--- config.mk ---
export PLATFORM = sky130hd
export DESIGN_NAME = seq_detect_prog_flat
export DESIGN_NICKNAME = d
export VERILOG_FILES = /design/src/rtl/seq_detect_prog_if.sv /design/src/rtl/seq_detect_prog.sv /design/src/flat_wrapper.sv
export SDC_FILE = /design/constraint.sdc
export NUM_CORES = 1
export LEC_CHECK = 0
export ABC_AREA = 1
export BUFFER_PORTS_ARGS = -buffer_cell sky130_fd_sc_hd__buf_2
export CORE_MARGIN = 4
export CORE_UTILIZATION = 53
export DETAILED_ROUTE_END_ITERATION = 10
export PLACE_DENSITY = 0.87
export SLEW_MARGIN = 20
export SYNTH_ARGS = -nofsm -noshare
export SYNTH_HDL_FRONTEND = slang
export SYNTH_SLANG_ARGS = --single-unit
--- constraint.sdc ---
create_clock -name clk -period 2.03 [get_ports clk]
set_input_delay 0.203 -clock clk [delete_from_list [all_inputs] [get_ports clk]]
set_output_delay 0.203 -clock clk [all_outputs]
set_load 0.01 [all_outputs]
--- src/rtl/seq_detect_prog_if.sv ---
// Bundle of the serial-data, configuration and result signals of seq_detect_prog.
// master: the side that supplies bits and configuration; slave: the detector.
interface seq_detect_prog_if #(
    parameter int PAT_W = 8,
    parameter int CNT_W = 8
);
    localparam int LEN_W = $clog2(PAT_W + 1);

    logic             inp_bit;
    logic             inp_valid;
    logic             cfg_load;
    logic [PAT_W-1:0] cfg_pattern;
    logic [LEN_W-1:0] cfg_len;
    logic             cfg_overlap;
    logic             cnt_clr;
    logic             seq_seen;
    logic [CNT_W-1:0] match_cnt;

    modport master (
        output inp_bit, inp_valid, cfg_load, cfg_pattern, cfg_len, cfg_overlap, cnt_clr,
        input  seq_seen, match_cnt
    );

    modport slave (
        input  inp_bit, inp_valid, cfg_load, cfg_pattern, cfg_len, cfg_overlap, cnt_clr,
        output seq_seen, match_cnt
    );
endinterface

--- src/rtl/seq_detect_prog.sv ---
// Programmable serial sequence detector.
// A PAT_W-bit history register collects valid bits (newest in the LSB) together with a
// fill count; a match fires when at least len bits have been collected and the low len
// history bits equal the programmed pattern. Overlap mode keeps the history after a
// match, non-overlap mode restarts the fill count so a new match needs len fresh bits.
// Optional feature: define SEQ_DETECT_CNT_EN to build the saturating match counter;
// without it match_cnt reads 0 and cnt_clr has no effect.
module seq_detect_prog #(
    parameter int               PAT_W   = 8,
    parameter int               CNT_W   = 8,
    parameter logic [PAT_W-1:0] DEF_PAT = PAT_W'(8'b0000_1011),
    parameter int               DEF_LEN = 4
) (
    input  logic               clk,
    input  logic               reset,
    seq_detect_prog_if.slave   bus
);
    localparam int               LEN_W   = $clog2(PAT_W + 1);
    localparam logic [LEN_W-1:0] LEN_MAX = LEN_W'(PAT_W);

    logic [PAT_W-1:0] hist_q;
    logic [PAT_W-1:0] pat_q;
    logic [LEN_W-1:0] fill_q;
    logic [LEN_W-1:0] len_q;
    logic             ovl_q;
    logic             seen_q;

    logic [PAT_W-1:0] hist_shift;
    logic [PAT_W-1:0] len_mask;
    logic [LEN_W-1:0] fill_inc;
    logic [LEN_W-1:0] cfg_len_clamped;
    logic             accept;
    logic             match;

    // Candidate next history/fill for an accepted bit and the resulting match decision.
    // A bit arriving together with cfg_load is dropped, so it can never match.
    always_comb begin
        len_mask = '0;
        for (int i = 0; i < PAT_W; i++) begin
            len_mask[i] = (i < int'(len_q));
        end
        hist_shift = {hist_q[PAT_W-2:0], bus.inp_bit};
        fill_inc   = (fill_q == LEN_MAX) ? LEN_MAX : fill_q + LEN_W'(1);
        accept     = bus.inp_valid && !bus.cfg_load;
        match      = accept && (fill_inc >= len_q)
                     && (((hist_shift ^ pat_q) & len_mask) == '0);
    end

    // Out-of-range lengths are folded into 1..PAT_W so the mask is never empty.
    always_comb begin
        cfg_len_clamped = bus.cfg_len;
        if (bus.cfg_len == '0) begin
            cfg_len_clamped = LEN_W'(1);
        end else if (bus.cfg_len > LEN_MAX) begin
            cfg_len_clamped = LEN_MAX;
        end
    end

    // Configuration, history, fill count and the registered match pulse.
    always_ff @(posedge clk) begin
        if (reset) begin
            hist_q <= '0;
            fill_q <= '0;
            pat_q  <= DEF_PAT;
            len_q  <= LEN_W'(DEF_LEN);
            ovl_q  <= 1'b1;
            seen_q <= 1'b0;
        end else begin
            seen_q <= match;
            if (bus.cfg_load) begin
                hist_q <= '0;
                fill_q <= '0;
                pat_q  <= bus.cfg_pattern;
                len_q  <= cfg_len_clamped;
                ovl_q  <= bus.cfg_overlap;
            end else if (accept) begin
                hist_q <= hist_shift;
                fill_q <= (match && !ovl_q) ? '0 : fill_inc;
            end
        end
    end

    assign bus.seq_seen = seen_q;

`ifdef SEQ_DETECT_CNT_EN
    logic [CNT_W-1:0] cnt_q;

    // Saturating match counter; a clear coinciding with a match counts that match.
    always_ff @(posedge clk) begin
        if (reset) begin
            cnt_q <= '0;
        end else if (bus.cnt_clr) begin
            cnt_q <= match ? CNT_W'(1) : '0;
        end else if (match && (cnt_q != '1)) begin
            cnt_q <= cnt_q + CNT_W'(1);
        end
    end

    assign bus.match_cnt = cnt_q;
`else
    logic unused_cnt_clr;

    assign unused_cnt_clr = bus.cnt_clr;
    assign bus.match_cnt  = '0;
`endif

endmodule

--- src/flat_wrapper.sv ---
// flat-port wrapper written by rule: the top's interface ports become plain ports
module seq_detect_prog_flat 
#(
    parameter int               PAT_W   = 8,
    parameter int               CNT_W   = 8,
    parameter logic [PAT_W-1:0] DEF_PAT = PAT_W'(8'b0000_1011),
    parameter int               DEF_LEN = 4
)
  (clk, reset, bus_inp_bit, bus_inp_valid, bus_cfg_load, bus_cfg_pattern, bus_cfg_len, bus_cfg_overlap, bus_cnt_clr, bus_seq_seen, bus_match_cnt);
  seq_detect_prog_if #(.PAT_W(PAT_W), .CNT_W(CNT_W)) bus_i ();
  input  logic clk;
  input  logic reset;
  input wire logic [$bits(bus_i.inp_bit)-1:0] bus_inp_bit;
  input wire logic [$bits(bus_i.inp_valid)-1:0] bus_inp_valid;
  input wire logic [$bits(bus_i.cfg_load)-1:0] bus_cfg_load;
  input wire logic [$bits(bus_i.cfg_pattern)-1:0] bus_cfg_pattern;
  input wire logic [$bits(bus_i.cfg_len)-1:0] bus_cfg_len;
  input wire logic [$bits(bus_i.cfg_overlap)-1:0] bus_cfg_overlap;
  input wire logic [$bits(bus_i.cnt_clr)-1:0] bus_cnt_clr;
  output wire logic [$bits(bus_i.seq_seen)-1:0] bus_seq_seen;
  output wire logic [$bits(bus_i.match_cnt)-1:0] bus_match_cnt;
  assign bus_i.inp_bit = bus_inp_bit;
  assign bus_i.inp_valid = bus_inp_valid;
  assign bus_i.cfg_load = bus_cfg_load;
  assign bus_i.cfg_pattern = bus_cfg_pattern;
  assign bus_i.cfg_len = bus_cfg_len;
  assign bus_i.cfg_overlap = bus_cfg_overlap;
  assign bus_i.cnt_clr = bus_cnt_clr;
  assign bus_seq_seen = bus_i.seq_seen;
  assign bus_match_cnt = bus_i.match_cnt;
  seq_detect_prog #(.PAT_W(PAT_W), .CNT_W(CNT_W), .DEF_PAT(DEF_PAT), .DEF_LEN(DEF_LEN)) u_core (.clk(clk), .reset(reset), .bus(bus_i));
endmodule
==> flow_summary.yaml, run 1 <==
run_status:
  outcome: "completed"
power_and_ir_drop:
  power_density_nw_per_um2: 601
  vdd_drop_max_mv: 0.475
  p_leak_nw: 0.716
global_routing:
  grtUsageTotal_pct: 18.5
  busiest_layer: "met2"
  groute.layer.met1.usage_pct: 24.3
  grt_util_met3_pct: 1.97
  grt_pass1_wl_um: 4950
  gr-total-overflow: 0
  grt_max_degree: 15
  grt_pass1_vias: 1157
  grt.met2_usage_pct: 30.4
  antenna_found_initial: 0
die:
  core.rowCount: 18
  die_h_um: 58.8
  dieWidth_um: 58.8
  die-area_um2: 3460
  start_util_pct: 55.2
  core_um2: 2480
  io_pins: 28
logic_synthesis:
  synth_seq_cells: 25
  synth_cell_types: 22
  seq_area_frac_synth_pct: 36.6
  synth.area.top_cells: "dfxtp_1, nand2_1, inv_1"
  ys.flop_type: "dfxtp_1"
  synthArstFlopShare_pct: 0
  synth-edff-count: 0
  synth.most_common_cell: "nand2_1"
  syn_area_per_cell_um2: 6.98
  ys_warn_count: 0
  synth_top_area_share_pct: 36.6
  netlist_area_um2: 1370
  synth_top_cell_by_area: "dfxtp_1"
  synth_common_cells: "nand2_1, inv_1, dfxtp_1"
  synthCells: 196
min_path:
  hp-start: "bus_cfg_overlap"
  min_path_type: "in2reg"
cells_and_area:
  utilization_pct: 61.0
  stdcell_count: 245
  drive_above_1_share_pct: 20.5
  diodes: 0
  nNetsFinal: 241
  area_delta_synth_final_pct: 10.4
sta:
  period_minus_slack_ps: 1900
  period_share_pct: 93.7
  slew_violations: 0
  rsz0062_at_grt: "true"
  fmax_mhz: 526
  fin_ws_ps: 128
  holdWs_ps: 80.1
  finalHoldViolCount: 0
  fin_skew_ps: 4.08
  setup_violations: 0
drt:
  firstDrtPassIters: 4
  dr_total_vias: 1232
  drt-total-wl_um: 2880
  wl_per_cell_um: 11.7
  vias_per_cell: 5.03
  ant_nets: 0
  drtIter0Drc: 35
  drc: 0
worst_setup_path:
  path_delay_family: "simple AND/OR/NAND/NOR gates"
  r2r-start: "u_core.fill_q[0]$_SDFFE_PP0P_"
  end_kind: "register"
  worstPathCellList: "inv_2 > ha_2 > nand2_2 > o21ai_2 > ha_1 > inv_1 > nand2_1 > nand2_1 > nand2_1 > nand2_1 > a21oi_2 > nand4_2 > nand2_1 > a21oi_2"
  critPathKind: "reg2reg"
  crit_arrival_ps: 2110
  startpoint: "u_core.fill_q[0]$_SDFFE_PP0P_"
  worstPathRequired_ps: 2240
  crit_fanout: 4
  crit_slowest_cell: "dfxtp_2"
  crit_path_start_kind: "register"
  crit_path_frequent_cell: "nand2_1"
  cpPeakStageDelay_ps: 380
  crit_buf_inv: 2
clock_tree:
  clk_latency_ps: 320
  cts_tree: "yes"
  cts_buffers: 3
  ctsHoldBuffers: 0
  clkTransAtPathRegs_ps: 130
  cts.sinks: 25
  cts_root_buf: "clkbuf_4"
  clockBufferDepth: 2
  htree_num_levels: 1
placed_design:
  dp_hpwl_um: 2160
  port-buffer-count: 18
  gp_congestion: 0.810
  dp_cells: 240
  dp_slack_ps: 23.4
run:
  cap_violations: 0
-- timing repair --
| item | CTS | global route |
|---|---|---|
| gates resized for setup | 1 | 12 |
| buffers inserted | 0 | 1 |
| pin swaps | 0 | 6 |
| endpoints found under the setup margin | 1 | 4 |
-- per-stage QoR --
step / setup TNS (ps) / total power [W] / cell area, um2
after detailed placement: 0 / 0.000691 / 1440
after global routing: -137 / 0.000964 / 1510
final: 0 / 0.000908 / 1510
after CTS: 0 / 0.000905 / 1470
after floorplan: 0 / 0.000656 / 1390
after global placement: 0 / 0.000685 / 1440
-- placed cells by master (no fill, tap or decap) --
cell / synthesis / layout
dfxtp_1: 25 / 23
nand2_1: 51 / 50
or2_2: 1 / 1
xor2_1: 1 / 1
buf_2: 2 / 18
nand2_2: 0 / 1
buf_4: 9 / 1
o211ai_1: 1 / 1
a211oi_1: 8 / 8
nand2_4: 1 / 1
clkbuf_4: 0 / 3
nor2_1: 17 / 17
o21ai_2: 0 / 2
dfxtp_2: 0 / 2
nand3_2: 0 / 1
a21oi_2: 0 / 3
inv_2: 3 / 4
o21ai_0: 12 / 10
nand3_1: 9 / 8
inv_1: 28 / 27
a21oi_1: 15 / 12
nor2_8: 1 / 1
nand4_2: 1 / 1
conb_1: 1 / 8
nor2_2: 2 / 2
ha_2: 0 / 1
xnor2_1: 1 / 1
clkinv_2: 0 / 1
ha_1: 6 / 5
nor2_4: 1 / 1
-- flip-flops by register name, indices dropped and copies added (netlist names) --
| name | cells |
|---|---|
| u_core.pat_q | 8 |
| u_core.len_q | 4 |
| u_core.hist_q | 7 |
| u_core.fill_q | 4 |
| u_core.ovl_q | 1 |
| u_core.bus.seq_seen | 1 |
-- cells by family after synthesis --
family | after synthesis | synth area share [%]
flops | 25 | 36.6
compound gates | 36 | 14.8
fa+ha+maj | 6 | 5.49
simple gates | 84 | 27.4
xor+xnor | 2 | 1.28
other cells | 1 | 0.274
buf+inv | 42 | 14.2
-- worst min-delay path, cell delays in order --
cell     delay, ps
buf_2           80
a21oi_1         50
o21ai_0         50
-- layout make-up --
| class | instances | area, um2 |
|---|---|---|
| multi-input cells | 136 | 728 |
| inverters | 31 | 116 |
| well taps | 30 | 37.5 |
| flip-flops and latches | 25 | 503 |
| fillers | 240 | 967 |
| repair buffers | 19 | 97.6 |
| clock buffers | 3 | 22.5 |
| clock inverters | 1 | 5.00 |
-- where the power goes --
part	switching, W	total (W)	internal (W)
Sequential	0.0000169	0.000531	0.000514
Clock	0.000148	0.000222	0.0000739
Combinational	0.0000990	0.000155	0.0000555
Total	0.000264	0.000908	0.000644
-- path summary, 6_finish.rpt --
kind	to	slack, ps	depth (start not counted)
hold reg to reg	u_core.pat_q[5]$_SDFFE_PP0P_	480	2
setup reg to reg	u_core.fill_q[1]$_SDFFE_PP0P_	130	14
setup / recovery	u_core.fill_q[1]$_SDFFE_PP0P_	130	14
hold / removal	u_core.ovl_q$_SDFFE_PP1P_	80	3
-- per-layer routing --
layer,vias to the layer above,part of all wire [%]
met4,0,2.0
li1,645,-
met5,-,0
met1,545,45
met2,35,47
met3,7,5.3
(Power assumes the default switching activity.)
==> run 2: changes to the inputs <==
GPL_ROUTABILITY_DRIVEN = 0   (was unset)
MAX_ROUTING_LAYER = met4   (was unset)
==> flow_summary.yaml, run 2 (same netlist as run 1, synthesis figures left out) <==
cells_and_area:
  reg.largest.list: "u_core.pat_q x8, u_core.hist_q x7"
  final_cell_mix: "nand2_1, inv_1, dfxtp_1, buf_2, nor2_1"
  stdcell_area_um2: 1510
  area_delta_synth_final_pct: 10.4
  largest_register_ffs: 8
  top_register: "u_core.pat_q"
  drive_above_1_share_pct: 20.5
  layout_commonest_cell: "nand2_1"
  diodes: 0
  nNetsFinal: 241
  stdcell_count: 245
die:
  core.rowCount: 18
  core_um2: 2480
  dieWidth_um: 58.8
  io_pins: 28
  die-area_um2: 3460
  die_h_um: 58.8
  start_util_pct: 55.2
clock_tree:
  cts_tree: "yes"
  ctsHoldBuffers: 0
  clockBufferDepth: 2
  cts_root_buf: "clkbuf_4"
  clkTransAtPathRegs_ps: 130
  cts_buffers: 3
  clk_latency_ps: 320
  cts.sinks: 25
  htree_num_levels: 1
worst_setup_path:
  worstPathRequired_ps: 2240
  r2r-start: "u_core.fill_q[0]$_SDFFE_PP0P_"
  crit_arrival_ps: 2110
  critPathKind: "reg2reg"
  end_kind: "register"
  cp-endpoint: "u_core.fill_q[1]$_SDFFE_PP0P_"
  startpoint: "u_core.fill_q[0]$_SDFFE_PP0P_"
  r2r_cells: 14
  crit_path_start_kind: "register"
  regToRegEndpoint: "u_core.fill_q[1]$_SDFFE_PP0P_"
  regToRegSetupSlack_ps: 130
  crit_fanout: 4
placed_design:
  dpl_cell_area_um2: 1440
  dp_hpwl_um: 2160
  port-buffer-count: 18
  dp_slack_ps: 23.4
  dp_cells: 240
drt:
  vias_per_cell: 5.05
  drt-total-wl_um: 2860
  dr_total_vias: 1238
  firstDrtPassIters: 4
  drc: 0
  wl_per_cell_um: 11.7
  drtIter0Drc: 39
  ant_nets: 0
power_and_ir_drop:
  p_total_w: 0.000907
  vdd_drop_max_mv: 0.475
  power_density_nw_per_um2: 601
  p_leak_nw: 0.716
sta:
  fin_ws_ps: 129
  period_share_pct: 93.7
  rsz0062_at_grt: "true"
  finalHoldViolCount: 0
  setup_violations: 0
  fmax_mhz: 526
  fin_skew_ps: 3.94
  slew_violations: 0
  period_minus_slack_ps: 1900
global_routing:
  grt_pass1_vias: 1156
  grtUsageTotal_pct: 19.2
  grt_max_degree: 15
  gr-total-overflow: 0
  antenna_found_initial: 0
  grt_pass1_wl_um: 4950
min_path:
  min_path_type: "in2reg"
run_status:
  outcome: "completed"
run:
  cap_violations: 0
[run 2: cell counts in the layout (fill, tap and decap cells not counted)]
No cell type changed its count.
[run 2: worst min path at each step]
stage,start,endpoint,cells after the start
6_report,bus_cfg_overlap,u_core.ovl_q$_SDFFE_PP1P_,3
5_1_grt,bus_cfg_pattern[7],u_core.pat_q[7]$_SDFFE_PP0P_,3
4_1_cts,bus_cfg_overlap,u_core.ovl_q$_SDFFE_PP1P_,3
3_5_place_dp,bus_cfg_overlap,u_core.ovl_q$_SDFFE_PP1P_,3
3_3_place_gp,bus_cfg_pattern[0],u_core.pat_q[0]$_SDFFE_PP1P_,3
2_1_floorplan,reset,u_core.len_q[0]$_SDFFE_PP0P_,1
[run 2: per-layer routing]
layer  global-route usage, %  wire length (um)  part of all wire, %
met1                    24.3              1280                   45
met2                    30.4              1350                   47
met3                    2.63               177                  6.2
met4                    8.09                56                  2.0
met5                       -                 0                    0
[run 2: cell type report]
type                            instances  area [um2]
Timing Repair Buffer                   19        97.6
Sequential cell                        25         503
Clock inverter                          1        5.00
Inverter                               31         116
Clock buffer                            3        22.5
Tap cell                               30        37.5
Fill cell                             240         967
Multi-Input combinational cell        136         728
[run 2: report_power, final]
group	internal, W	switching (W)
clock network	0.0000739	0.000148
logic	0.0000555	0.0000990
registers	0.000514	0.0000167
[run 2: timing repair]
action,in CTS,in global routing
gates resized for setup,1,12
buffers inserted,0,1
setup endpoints to repair,1,4
pin swaps,0,6
[run 2: worst max-delay path, cell delays in order (launching register included)]
cell and delay [ps]:
dfxtp_2 380, inv_2 50, ha_2 180, nand2_2 80, o21ai_2 80, ha_1 270
inv_1 30, nand2_1 50, nand2_1 50, nand2_1 50, nand2_1 60, a21oi_2 170
nand4_2 170, nand2_1 120, a21oi_2 50
[run 2: stage by stage]
step           hold WS (ps)  util (%)  TNS, ps
2_1_floorplan           272         -        0
3_3_place_gp            417      58.3        0
3_5_place_dp            423      58.3        0
4_1_cts                83.2      59.4        0
5_1_grt                94.9      61.0     -137
6_report               80.5      61.0        0
==> run 3: changes to the inputs <==
CORE_ASPECT_RATIO = 0.8   (was unset)
REMOVE_ABC_BUFFERS = 1   (was unset)
clock period = 2.05 ns   (was 2.03 ns; I/O delays follow)
==> flow_summary.yaml, run 3 (same netlist as run 1, synthesis figures left out) <==
placed_design:
  dp_cells: 246
  dp_hpwl_um: 2020
  port-buffer-count: 18
drt:
  ant_nets: 0
  highest_layer: "met4"
  wl_per_cell_um: 10.7
  firstDrtPassIters: 4
  drc: 0
  dr_total_vias: 1243
  drtIter0Drc: 51
  drt-total-wl_um: 2690
  vias_per_cell: 4.95
  met3_length_um: 166
  m1WireLength_um: 1240
  wl_met2_um: 1270
min_path:
  hold_end: "u_core.pat_q[3]$_SDFFE_PP1P_"
  hp-start: "bus_cfg_pattern[3]"
  min_path_type: "in2reg"
  hold_depth: 3
die:
  io_pins: 28
  core_um2: 2460
  core.rowCount: 16
  die-area_um2: 3460
  die_h_um: 53.4
  dieWidth_um: 64.8
  start_util_pct: 55.5
cells_and_area:
  diodes: 0
  reg.largest.list: "u_core.pat_q x8, u_core.hist_q x7"
  final_cell_mix: "nand2_1, inv_1, dfxtp_1, buf_2, nor2_1"
  layout_commonest_cell: "nand2_1"
  multi_input_area_um2: 713
  drive_above_1_share_pct: 18.6
  nNetsFinal: 241
  area_delta_synth_final_pct: 9.88
  top_register: "u_core.pat_q"
  regArea_um2: 503
  stdcell_count: 251
  fill_cells: 221
  largest_register_ffs: 8
power_and_ir_drop:
  pwr-share-comb_pct: 16.6
  p_leak_nw: 0.716
  p_seq_share_pct: 58.5
  switchingPower_w: 0.000261
  power_frac_clock_pct: 25.0
  swShare_pct: 29.1
  power_density_nw_per_um2: 598
  vdd_drop_max_mv: 0.563
  p_int_w: 0.000637
clock_tree:
  cts.sinks: 25
  cts_buffers: 3
  clockBufferDepth: 2
  cts_root_buf: "clkbuf_4"
  cts_tree: "yes"
  htree_num_levels: 1
  clk_latency_ps: 330
  clkTransAtPathRegs_ps: 140
  ctsHoldBuffers: 0
sta:
  period_minus_slack_ps: 1920
  period_share_pct: 93.9
  holdWs_ps: 90.8
  final.setup.tns_ps: 0
  setup_violations: 0
  finalHoldViolCount: 0
  slew_violations: 0
  fmax_mhz: 520
  fin_skew_ps: 11.5
worst_setup_path:
  r2r-start: "u_core.fill_q[0]$_SDFFE_PP0P_"
  end_kind: "register"
  crit_fanout: 4
  crit_path_start_kind: "register"
  regToRegEndpoint: "u_core.fill_q[2]$_SDFFE_PP0P_"
  critPathKind: "reg2reg"
  worstPathRequired_ps: 2250
  regToRegSetupSlack_ps: 130
  crit_arrival_ps: 2130
  r2r_cells: 12
global_routing:
  grt_pass1_vias: 1138
  grt_max_degree: 15
  gr-total-overflow: 0
  grt_pass1_wl_um: 4660
  antenna_found_initial: 0
  grtUsageTotal_pct: 17.6
run_status:
  outcome: "completed"
run:
  cap_violations: 0
[run 3: cell counts in the layout (fill, tap and decap cells not counted)]
Identical to the previous run, type by type.
[run 3: final cells by class]
class,instances,share of cell area (%)
flip-flops and latches,25,33.5
clock buffers,3,1.50
clock inverters,1,0.333
multi-input cells,136,47.5
well taps,36,3.00
repair buffers,19,6.49
inverters,31,7.74
[run 3: worst max-delay path by stage]
stage	start	to	slack, ps	cells after the start
4_1_cts	u_core.fill_q[0]$_SDFFE_PP0P_	u_core.fill_q[0]$_SDFFE_PP0P_	40	14
2_1_floorplan	u_core.fill_q[0]$_SDFFE_PP0P_	u_core.fill_q[0]$_SDFFE_PP0P_	290	14
3_3_place_gp	u_core.fill_q[0]$_SDFFE_PP0P_	u_core.fill_q[2]$_SDFFE_PP0P_	100	14
3_5_place_dp	u_core.fill_q[0]$_SDFFE_PP0P_	u_core.fill_q[0]$_SDFFE_PP0P_	10	14
6_report	u_core.fill_q[0]$_SDFFE_PP0P_	u_core.fill_q[2]$_SDFFE_PP0P_	130	12
5_1_grt	u_core.fill_q[0]$_SDFFE_PP0P_	u_core.fill_q[2]$_SDFFE_PP0P_	-10	12
[run 3: metrics by stage]
stage          util [%]  area (um2)  worst slack [ps]  power (W)
4_1_cts            60.1        1480              40.3   0.000896
6_report           61.0        1500               126   0.000898
3_3_place_gp       58.9        1450              99.1   0.000677
5_1_grt            61.0        1500             -13.3   0.000944
3_5_place_dp       58.9        1450              14.0   0.000681
2_1_floorplan         -        1320               289   0.000634
[run 3: power by group through the flow]
stage	sequential [W]	clock (W)	combinational, W
after floorplan	0.000532	0	0.000102
after global placement	0.000535	0	0.000142
after detailed placement	0.000536	0	0.000145
after CTS	0.000525	0.000224	0.000146
after global routing	0.000528	0.000240	0.000175
final	0.000525	0.000224	0.000149
[run 3: critical path, stage by stage (launching register included)]
cell,delay (ps)
dfxtp_2,360
buf_4,130
ha_1,210
nand3_1,110
o21ai_2,80
ha_1,270
nand2_1,50
inv_1,50
nand2_1,60
a21oi_2,170
nand4_2,150
nand2_1,100
a21oi_1,50
[run 3: what timing repair did]
item                       CTS  global route
gates resized for setup      1             8
setup buffers                0             1
setup endpoints to repair    2             4
pin swaps                    0             3
gates cloned                 0             0
[run 3: metal layers]
metal | vias to the layer above | GRT usage, %
met4 | 0 | 3.16
met5 | - | -
met3 | 2 | 4.03
met2 | 37 | 29.4
li1 | 646 | -
met1 | 558 | 22.1
